### src/rtl/neuro_pkg.sv
// Shared definitions for the neuron pipeline stages: half-float width,
// the feed stage FSM encoding and a handy half-float constant.
package neuro_pkg;

    // Width of one half-precision word as consumed by the add stage.
    localparam int HALF_W = 16;

    // Half-float 1.0, used by benches to build simple frames.
    localparam logic [HALF_W-1:0] HALF_ONE = 16'h3C00;

    // Feed stage control states.
    typedef enum logic [1:0] {
        IDLE  = 2'd0,
        ISSUE = 2'd1,
        DRAIN = 2'd2,
        DONE  = 2'd3
    } feedState_t;

endpackage

### src/rtl/feed_stage.sv
// Feed stage: streams numTerms consecutive half-float words from a
// synchronous-read memory to the add stage, one word per unpaused cycle.
//
// Stream handshake: outReady is a one-cycle qualifier for outValue. There is
// no back-pressure from the consumer; the only throttle is pause, which stops
// new memory reads but never drops a read that is already in flight. Each
// outReady pulse carries exactly one word, in address order.
//
// Timing: a read issued in cycle t (memRdEn=1) returns memData in t+1, which
// is registered so outValue/outReady appear in t+2. With pause low the first
// word appears 3 cycles after the start cycle.
module feed_stage
    import neuro_pkg::*;
#(
    parameter int ADDR_W = 8,
    parameter int DATA_W = HALF_W
) (
    input  logic              clk,
    input  logic              rst,
    input  logic              start,
    input  logic [15:0]       numTerms,
    input  logic [ADDR_W-1:0] baseAddr,
    input  logic              pause,
    output logic              memRdEn,
    output logic [ADDR_W-1:0] memAddr,
    input  logic [DATA_W-1:0] memData,
    output logic              outReady,
    output logic [DATA_W-1:0] outValue,
    output logic              outFirst,
    output logic [15:0]       newNumAdds,
    output logic              busy,
    output logic              done,
    output feedState_t        dbgState
);

    localparam logic [ADDR_W-1:0] ADDR_ONE = 1;

    feedState_t        state;
    logic [ADDR_W-1:0] addrPtr;
    logic [15:0]       remaining;
    logic              issued;
    logic              firstPending;
    logic              issueNow;

    // A read goes out every ISSUE cycle that is not paused; the address is
    // the live pointer so the memory sees it in the same cycle as the strobe.
    assign issueNow = (state == ISSUE) && !pause;
    assign memRdEn  = issueNow;
    assign memAddr  = addrPtr;
    assign dbgState = state;

    // Read-valid delay line and output register: issued marks memData valid
    // this cycle, and the word is captured into outValue with outReady.
    always_ff @(posedge clk) begin
        if (rst) begin
            issued   <= 1'b0;
            outReady <= 1'b0;
            outValue <= '0;
            outFirst <= 1'b0;
        end else begin
            issued   <= issueNow;
            outReady <= issued;
            if (issued) begin
                outValue <= memData;
                outFirst <= firstPending;
            end else begin
                outFirst <= 1'b0;
            end
        end
    end

    // Frame control: start acceptance, read pointer/down-counter, drain of
    // the last in-flight word and the one-cycle done pulse.
    always_ff @(posedge clk) begin
        if (rst) begin
            state        <= IDLE;
            addrPtr      <= '0;
            remaining    <= '0;
            firstPending <= 1'b0;
            newNumAdds   <= '0;
            busy         <= 1'b0;
            done         <= 1'b0;
        end else begin
            done <= 1'b0;
            // The first word captured clears the marker for the rest of the frame.
            if (issued) begin
                firstPending <= 1'b0;
            end
            case (state)
                IDLE: begin
                    if (start) begin
                        newNumAdds   <= numTerms;
                        addrPtr      <= baseAddr;
                        remaining    <= numTerms;
                        firstPending <= 1'b1;
                        busy         <= 1'b1;
                        if (numTerms == 16'd0) begin
                            state <= DONE;
                            done  <= 1'b1;
                        end else begin
                            state <= ISSUE;
                        end
                    end
                end
                ISSUE: begin
                    if (!pause) begin
                        addrPtr   <= addrPtr + ADDR_ONE;
                        remaining <= remaining - 16'd1;
                        if (remaining == 16'd1) begin
                            state <= DRAIN;
                        end
                    end
                end
                DRAIN: begin
                    // Only the final read is in flight here; leave once it has
                    // been presented on outValue.
                    if (outReady && !issued) begin
                        state <= DONE;
                        done  <= 1'b1;
                    end
                end
                DONE: begin
                    state <= IDLE;
                    busy  <= 1'b0;
                end
                default: begin
                    state <= IDLE;
                    busy  <= 1'b0;
                end
            endcase
        end
    end

endmodule

### config.mk
export PLATFORM = sky130hd
export DESIGN_NAME = feed_stage
export DESIGN_NICKNAME = d
export VERILOG_FILES = /design/src/rtl/neuro_pkg.sv /design/src/rtl/feed_stage.sv
export SDC_FILE = /design/constraint.sdc
export NUM_CORES = 1
export LEC_CHECK = 0
export ABC_AREA = 1
export CORE_ASPECT_RATIO = 0.8
export CORE_MARGIN = 4
export CORE_UTILIZATION = 47
export DETAILED_ROUTE_END_ITERATION = 8
export PLACE_DENSITY = 0.78
export SLEW_MARGIN = 20
export SYNTH_ARGS = -nofsm -noshare
export SYNTH_HDL_FRONTEND = slang
export SYNTH_SLANG_ARGS = --single-unit
### constraint.sdc
create_clock -name clk -period 2.3 [get_ports clk]
set_input_delay 0.69 -clock clk [delete_from_list [all_inputs] [get_ports clk]]
set_output_delay 0.69 -clock clk [all_outputs]
set_load 0.01 [all_outputs]
==> flow_summary.ini <==
[clocking]
clkTransAtPathRegs_ps = 80
hold_buffers = 0
postCtsSetupRepairBufs = 0
cts_root_buffer = clkbuf_8
insertion_delay_ps = 340
cts_tree = built
post_cts_resized = 1
cts_buffer_depth = 2
htreeDepth = 3
cts_made_buffers = 9
clock-sinks = 64

[min_path]
hold_path.class = flip-flop to flip-flop

[worst_setup_path]
critPathLaunchType = primary input
r2r_start = dbgState[0]$_SDFFE_PP0P_
r2r-end = remaining[0]$_SDFFE_PP0P_
end_kind = output port
endpoint = memRdEn
worst_ep_required_time_ps = 1610
worstPathArrival_ps = 1500
r2r_slack_ps = 380
crit_fanout = 2
cp-startpoint = pause
worstSetupPathType = primary input to output port
r2r_cells = 7

[logic_synthesis]
synth_edf_count = 0
netlist_instances = 459
seq_area_frac_synth_pct = 41.2
syn_area_sq_um = 3110
synth_seq_cells = 64
synth_area_leaders = dfxtp_1 41%, nand2_1 10%, nor2_1 9.3%
synth_warnings = 0
yosys.area.top_type_share_pct = 41.2
synth.most_common_cell = nand2_1
avgSynthCellArea_sq_um = 6.77
synth_area_leader_cell = dfxtp_1
synth_common_cells = 85 x nand2_1, 77 x nor2_1, 64 x dfxtp_1, 53 x o21ai_0, 52 x a21oi_1
async_flop_share_pct = 0
synth_ff_type = dfxtp_1
synthesis.nets = 510
netlist-cell-type-count = 28

[layout]
fillers = 559
drive_gt1_share_pct = 6.51
finalCoreUtilization_pct = 67.1
final_nets = 599
diodes = 0
area_growth_pct = 38.2

[floorplanning]
die_h_um = 80.8
dieArea_sq_um = 7990
coreArea_sq_um = 6410
io_pins = 91
die_w_um = 98.9
start_util_pct = 48.5
rows = 26

[grt]
antenna_found_initial = 0
grtUsageTotal_pct = 22.9
grt_pass1_vias = 3160
grt-ovfl-total = 0
grt_max_degree = 42
grt_pass1_wl_mm = 14.7

[route]
wire_per_inst_um = 14.1
drc = 0
via_count = 3296
wl_mm = 9.01
avgViaCountPerCell = 5.17
dr.first_iter.drc_count = 218
final_antenna_net_count = 0
dr.pass1.iters = 5

[power]
report.power.total_mw = 5.36
p_per_area_nw_per_um2 = 1250
ir_drop_uv = 551
p_leak_nw = 1.84

[sta]
fin_crit_sh_pct = 95.4
setup_violations = 0
slew_headroom_pct = 65.3
finalHoldViolations = 0
fin_skew_ps = 6.69
rsz0062_at_grt = false
fmax_mhz = 456
layout_min_cycle_time_ps = 2190
worstMarginPinSlew_ps = 519
drv_slew = 0

[placement]
portBuffers = 90
dp.final_hpwl_mm = 6.32
gp_congestion = 0.857

[job]
maxCapViolCount = 0

[outcome]
status = finished clean
[cell families after synthesis]
group                    synth area share (%)
AO/OA/AOI/OAI                            19.7
adder cells (fa/ha/maj)                  2.82
buffers and inverters                    9.42
flip-flops                               41.2
AND/OR/NAND/NOR                          26.9
[registers in the layout, summed over array words and instances, names as in the netlist]
name,cells
outFirst,1
busy,1
outValue,16
firstPending,1
issued,1
outReady,1
done,1
remaining,16
newNumAdds,16
memAddr,8
dbgState,2
[critical path, stage by stage]
cell	delay, ps
clkdlybuf4s50_1	490
nor2_1	50
dlygate4sd2_1	280
[area by class of cell]
cell class	count	area, sq um	area share [%]
clock buffer	10	138	3.20
clock inverter	6	67.6	1.57
multi-input combinational	325	1540	35.7
sequential	64	1280	29.8
timing repair buffer	101	995	23.1
inverter	47	176	4.10
tap	84	105	2.45
[where the power goes]
part	leakage, nW	switching (mW)	internal, mW
clock network	0.0989	0.470	0.533
logic	1.22	1.57	1.08
registers	0.526	0.282	1.43
[worst min path at each step]
stage / startpoint / end / slack (ps) / cells past startpoint
floorplan: firstPending$_SDFF_PP0_ / firstPending$_SDFF_PP0_ / 440 / 2
global placement: firstPending$_SDFF_PP0_ / firstPending$_SDFF_PP0_ / 450 / 2
detailed placement: firstPending$_SDFF_PP0_ / firstPending$_SDFF_PP0_ / 460 / 2
CTS: firstPending$_SDFF_PP0_ / firstPending$_SDFF_PP0_ / 470 / 2
global route: firstPending$_SDFF_PP0_ / firstPending$_SDFF_PP0_ / 510 / 2
finish: firstPending$_SDFF_PP0_ / firstPending$_SDFF_PP0_ / 470 / 2
[cell usage in the layout, fill, tap and decap left out]
| cell type | instances |
|---|---|
| o21ai_2 | 3 |
| clkinv_2 | 1 |
| nand3b_1 | 1 |
| nand3_1 | 24 |
| nand2_2 | 2 |
| ha_1 | 7 |
| o21ai_1 | 1 |
| buf_12 | 1 |
| clkinv_4 | 1 |
| a21oi_1 | 52 |
| nor3_1 | 4 |
| a211oi_1 | 1 |
| clkinvlp_4 | 2 |
| nor2_4 | 1 |
| nor2_2 | 1 |
| bufinv_16 | 1 |
| dfxtp_1 | 64 |
| o211ai_4 | 1 |
| nor2_1 | 77 |
| nand2_1 | 85 |
| inv_2 | 1 |
| o21ai_0 | 53 |
| clkdlybuf4s50_1 | 89 |
| clkbuf_8 | 10 |
| nand4_1 | 7 |
| inv_1 | 46 |
| o22ai_1 | 1 |
| dlygate4sd2_1 | 1 |
| inv_6 | 1 |
| and3_1 | 1 |
| buf_4 | 10 |
| a31oi_1 | 2 |
| o211ai_1 | 1 |
[metrics by stage]
step / hold WS (ps) / setup WS [ps] / TNS (ps) / cell area (sq um) / instances
finish: 468 / 106 / 0 / 4300 / 637
global route: 506 / 72.7 / 0 / 4300 / 637
CTS: 470 / 107 / 0 / 4300 / 637
detailed placement: 459 / -165 / -165 / 4090 / 621
global placement: 448 / -140 / -140 / 4090 / 621
floorplan: 436 / 306 / 0 / 3110 / 459
[layer usage]
layer | up-vias | GRT usage (%) | wire, um | part of all wire [%]
met5 | - | 0 | 0 | 0
met4 | 0 | 8.05 | 129 | 1.4
met3 | 16 | 7.12 | 646 | 7.2
met2 | 110 | 36.9 | 4200 | 47
met1 | 1505 | 29.1 | 4030 | 45
li1 | 1665 | - | - | -
Note: power is estimated with default switching activity, not from simulation.
==> edit 1 (config.mk and constraints unchanged) <==
The parameter `ADDR_W` goes from 8 to 7.
--- a/src/rtl/feed_stage.sv
+++ b/src/rtl/feed_stage.sv
@@ -12,7 +12,7 @@
 module feed_stage
     import neuro_pkg::*;
 #(
-    parameter int ADDR_W = 8,
+    parameter int ADDR_W = 7,
     parameter int DATA_W = HALF_W
 ) (
     input  logic              clk,
Interface: changed (resized baseAddr and memAddr); port bits go from 91 to 89. The function was not compared with the original's and may differ.
==> edit 1 against the unedited design <==
Sequential share of layout area increased by 0.51 points; area after synthesis decreased by 2.2%; setup slack improved by 0.012 ns; sequential cell count decreased by 1; die area decreased by 2.0%; power decreased by 7.6%; synthesized cell count decreased by 1.5%; routed wire length decreased by 7.7%; final area decreased by 3.2%; largest cell class unchanged; largest power group unchanged; highest routed layer unchanged.
==> edit 1: results (changes against the unedited design) <==
| Metric | Value |
|---|---|
| Placed cell areas | 4000 sq um (-2.4%) |
| Layout cell share with drive strength beyond 1 | 0.0627 (-0.00237) |
| Worst min path class | register to register |
| Num CTS Buffers | 9 (unchanged) |
| Reg2Reg Launch Point | dbgState[1] |
| Leakage | 1.79 nW (-2.6%) |
| Part of the Yosys area used for sequential elements | 0.415 (+0.00257) |
| Port Buffer Count | 88 (-2.2%) |
| Asr flop ratio synth | 0 (unchanged) |
| Slew margin rel. | 0.626 (-0.0270) |
| Final wirelength | 8320 um (-7.7%) |
| Commonest cells in the netlist | 91 x nand2_1, 74 x nor2_1, 63 x dfxtp_1 |
| Vias | 3177 (-3.6%) |
| Max H-tree Level | 3 (unchanged) |
| Antenna diode instance count | 0 (unchanged) |
| CP Launch Point | pause |
| HPWL after DPL | 6010 um (-4.8%) |
| Maximum number of pins on one net before global-route repair | 35 (-17%) |
| Placement Setup Slack | -0.157 ns (+0.00790 ns) |
| Post-Route Skew | 0.00606 ns (-0.000627 ns) |
| Result of the run | finished, final reports clean |
| Worst path max stage delay | between 0.4 and 0.5 ns |
| Library cells used by synthesis | 25 (-11%) |
| Syn_nets | 502 (-1.6%) |
| Synth top area cells | dfxtp_1 41%, nand2_1 11%, nor2_1 9.1%, o21ai_0 9.0%, a21oi_1 7.7% |
| Drt first-iter violations | 247 (+13%) |
| First-pass GRT wire length | 14000 um (-4.9%) |
| Post-Synthesis Mean Instance Area | 6.73 sq um (-0.66%) |
| Placed cells | 608 (-2.1%) |
| Number of nets in the layout | 588 (-1.8%) |
| Global route overflow | 0 (unchanged) |
| Drt pass-1 iters | 4 (-1) |
| Final std cells w/o fill | 623 (-2.2%) |
| Peak supply drop | 0.503 mV (-8.8%) |
| Gp weighted congestion | 0.837 (-2.3%) |
| GRT Total Usage | 0.221 (-0.00780) |
| Vias in the first global route | 3046 (-3.6%) |
==> edit 1: cell count changes after synthesis, moves of 2 or more <==
cell | before | now
nor3_1 | 4 | 2
a21oi_1 | 52 | 47
nor2_1 | 77 | 74
o21ai_0 | 53 | 55
nand2_1 | 85 | 91
nor2_2 | 1 | 3
a21oi_2 | 0 | 2
o211ai_1 | 1 | 3
o21ai_2 | 3 | 0
nand3_1 | 24 | 22
==> edit 1: cell families (layout without fill, tap and decap cells) <==
group / count (synthesis) / in the layout / synth area share
buffers and inverters: 69 / 159 / 0.0934
AND/OR/NAND/NOR: 202 / 202 / 0.271
flip-flops: 63 / 63 / 0.415
AO/OA/AOI/OAI: 111 / 111 / 0.192
adder cells (fa/ha/maj): 7 / 7 / 0.0288
==> edit 1: where the power goes <==
group / total, mW / leakage [nW] / internal [mW] / switching (mW)
logic: 2.45 / 1.19 / 0.994 / 1.46
clock network: 0.834 / 0.0850 / 0.409 / 0.425
registers: 1.67 / 0.518 / 1.40 / 0.268
total: 4.95 / 1.79 / 2.81 / 2.15
==> edit 1: final timing paths <==
kind                   to  slack [ns]  cells after the start
max               memRdEn        0.12                      3
min          firstPending        0.47                      2
max reg2reg  remaining[4]        0.42                      8
min reg2reg  firstPending        0.47                      2
==> edit 1: cell type report <==
| cell class | count | area, sq um |
|---|---|---|
| fill | 553 | 1940 |
| multi-input combinational | 320 | 1500 |
| sequential | 63 | 1260 |
| timing repair buffer | 97 | 960 |
| inverter | 47 | 176 |
| clock buffer | 11 | 141 |
| tap | 81 | 101 |
| clock inverter | 4 | 22.5 |
==> edit 1: worst register-to-register path, cell delays in order, from the launching register on <==
cell,delay (ns)
dfxtp_1,0.40
inv_1,0.11
ha_1,0.22
inv_2,0.06
buf_4,0.31
a21oi_4,0.10
inv_2,0.33
o21ai_0,0.14
a21oi_1,0.14
==> edit 1: timing repair <==
item	in CTS	in global routing
gates resized for setup	1	0
buffers inserted	0	0
setup endpoints to repair	1	0
==> edit 1: routing by layer <==
metal	GRT usage	wire [um]	vias up
met2	0.341	3560	96
li1	-	-	1628
met5	0	0	-
met1	0.300	4030	1437
met4	0.0802	154	0
met3	0.0533	569	16
==> edit 1: per-stage QoR <==
step	setup TNS, ns	util
after detailed placement	-0.157	0.655
after global routing	0	0.682
after floorplan	0	-
after CTS	0	0.682
final	0	0.682
after global placement	-0.139	0.655
==> edit 2 (same settings) <==
Without the edit above. Register the output `dbgState` once more, without a reset; this adds one clock of latency there. The other outputs are not delayed to match.
--- a/src/rtl/feed_stage.sv
+++ b/src/rtl/feed_stage.sv
@@ -47,7 +47,9 @@
     assign issueNow = (state == ISSUE) && !pause;
     assign memRdEn  = issueNow;
     assign memAddr  = addrPtr;
-    assign dbgState = state;
+    always_ff @(posedge clk) begin
+        dbgState <= state;
+    end
 
     // Read-valid delay line and output register: issued marks memData valid
     // this cycle, and the word is captured into outValue with outReady.
Behaviour: not the same (a bounded check fails within 4 cycles, from zero or initial values and one cycle with rst high).
==> edit 2 against the unedited design <==
Power is 3.1% higher; synthesized cell count is 0.87% higher; count of clock-buffer cells in the layout is 2 higher; via count is 0.21% lower; area after synthesis is 0.89% higher; register-to-register slack worse by 0.05 ns; sequential cell count is 2 higher; setup slack better by 0.013 ns; final area hardly changed; global-route usage is 0.065 points lower; sequential power is 4% higher; first-iteration DRC count is 51% higher; routed wire length is 1.4% lower; critical path type unchanged.
==> edit 2: results (changes against the unedited design) <==
| Metric | Value |
|---|---|
| Result of the run | finished, final reports clean |
| Fill cell count | 565 (+1.1%) |
| EDFF count, synth | 0 (unchanged) |
| Antenna diode instance count | 0 (unchanged) |
| Mux cell area share after synthesis | 0 (unchanged) |
| Num CTS Buffers | 9 (unchanged) |
| Number of nets in the layout | 604 (+0.83%) |
| Routed len/inst | 13.9 um (-1.9%) |
| Syn_nets | 514 (+0.78%) |
| Post-Route Skew | 0.00525 ns (-0.00144 ns) |
| Slew margin rel. | 0.773 (+0.120) |
| Placed cell areas | 4120 sq um (+0.73%) |
| Synth top area cells | dfxtp_1 42%, nand2_1 11%, nor2_1 8.6%, o21ai_0 8.3%, a21oi_1 7.7% |
| Gp weighted congestion | 0.841 (-1.8%) |
| Clk buf depth | 2 (unchanged) |
| Remaining DRCs | 0 (unchanged) |
| Layout cell share with drive strength beyond 1 | 0.0594 (-0.00575) |
| Skew-Pair Late Insertion Delay | 0.34 ns (about the same) |
| HPWL after DPL | 6320 um (+0.13%) |
| Final setup viols | 0 (unchanged) |
| Synth Area in XOR/XNOR | 0 (unchanged) |
| Clock-pin slew on the worst setup and hold paths | about 0.070 ns |
| Crit-path max FO | 2 (unchanged) |
| Port Buffer Count | 90 (unchanged) |
| Met3 Wirelength | 630 um (-2.5%) |
| Peak supply drop | 0.576 mV (+4.5%) |
| Area fraction in compound gates after synthesis | 0.189 (-0.00811) |
| Max H-tree Level | 3 (unchanged) |
| Drt first-iter violations | 330 (+51%) |
| Part of the Yosys area used for sequential elements | 0.421 (+0.00915) |
| Commonest cells in the netlist | 96 x nand2_1, 72 x nor2_1, 66 x dfxtp_1 |
| GRT Total Usage | 0.228 (-0.000646) |
| Worst min path class | register to register |
| Drt pass-1 iters | 5 (unchanged) |
| Ys Warns | 0 (unchanged) |
| Leakage | 1.86 nW (+1.0%) |
| Asr flop ratio synth | 0 (unchanged) |
| Initial antenna violation count | 0 (unchanged) |
| Maximum number of pins on one net before global-route repair | 35 (-17%) |
| Leading registers by flop count | newNumAdds: 16 flops, outValue: 16 flops, remaining: 16 flops |
| Final Hold Vio Count | 0 (unchanged) |
| Routed metal-1 wirelength | 4150 um (+2.8%) |
| Post-Synth Adder-Cell Area | 0.0279 (-0.000247) |
| Clock root buffer | clkbuf_8 |
| First-pass GRT wire length | 14600 um (-1.0%) |
| Top layer in use | met4 |
| Post-CTS Setup Repair Bufs | 0 (unchanged) |
| Metal2 WL | 4020 um (-4.3%) |
| Vias in the first global route | 3041 (-3.8%) |
| Library cells used by synthesis | 26 (-7.1%) |
| Post-DR vias/cell | 5.14 (-0.68%) |
==> edit 2: through the flow <==
step	setup slack, ns	std cells
floorplan	0.521	463
global placement	-0.144	626
detailed placement	-0.141	626
CTS	0.121	640
global route	0.0690	640
finish	0.119	640
==> edit 2: timing repair <==
action,in CTS,in global routing
endpoints found under the setup margin,1,0
resized for setup,1,0
endpoints found under the hold margin,0,0
hold buffers,0,0
==> edit 2: critical path, cell delays in order <==
cell	delay [ns]
clkdlybuf4s50_1	0.48
nor2_1	0.05
dlygate4sd2_1	0.28
==> edit 2: logic make-up (layout without fill, tap and decap cells) <==
family                     count (synthesis)  after routing
adders and majority gates                  7              7
DFF                                       66             66
and+or+nand+nor                          206            206
buffers and inverters                     70            163
AOI/OAI and AO/OA                        114            114
==> edit 2: report_power, final <==
group / switching [mW] / internal (mW)
sequential: 0.287 / 1.49
clock: 0.424 / 0.466
combinational: 1.71 / 1.15
==> edit 2: per-layer routing <==
layer,up-vias,global-route usage
met3,11,0.0764
met1,1482,0.315
met4,0,0.0614
met2,126,0.341
li1,1670,-
met5,-,0
==> edit 2: layout make-up <==
cell class	instances	area, sq um	area share
tap	84	105	0.0244
multi-input combinational	327	1520	0.354
timing repair buffer	101	995	0.231
clock inverter	2	12.5	0.00291
inverter	48	180	0.0419
sequential	66	1320	0.307
clock buffer	12	165	0.0384
==> edit 2: final timing paths <==
kind / start / to / slack, ns / cells past startpoint
worst max-delay path: pause / memRdEn / 0.12 / 3
worst min-delay path: state[1] / dbgState[1] / 0.40 / 0
worst max register to register: state[1] / remaining[7] / 0.33 / 9
worst min register to register: state[1] / dbgState[1] / 0.40 / 0
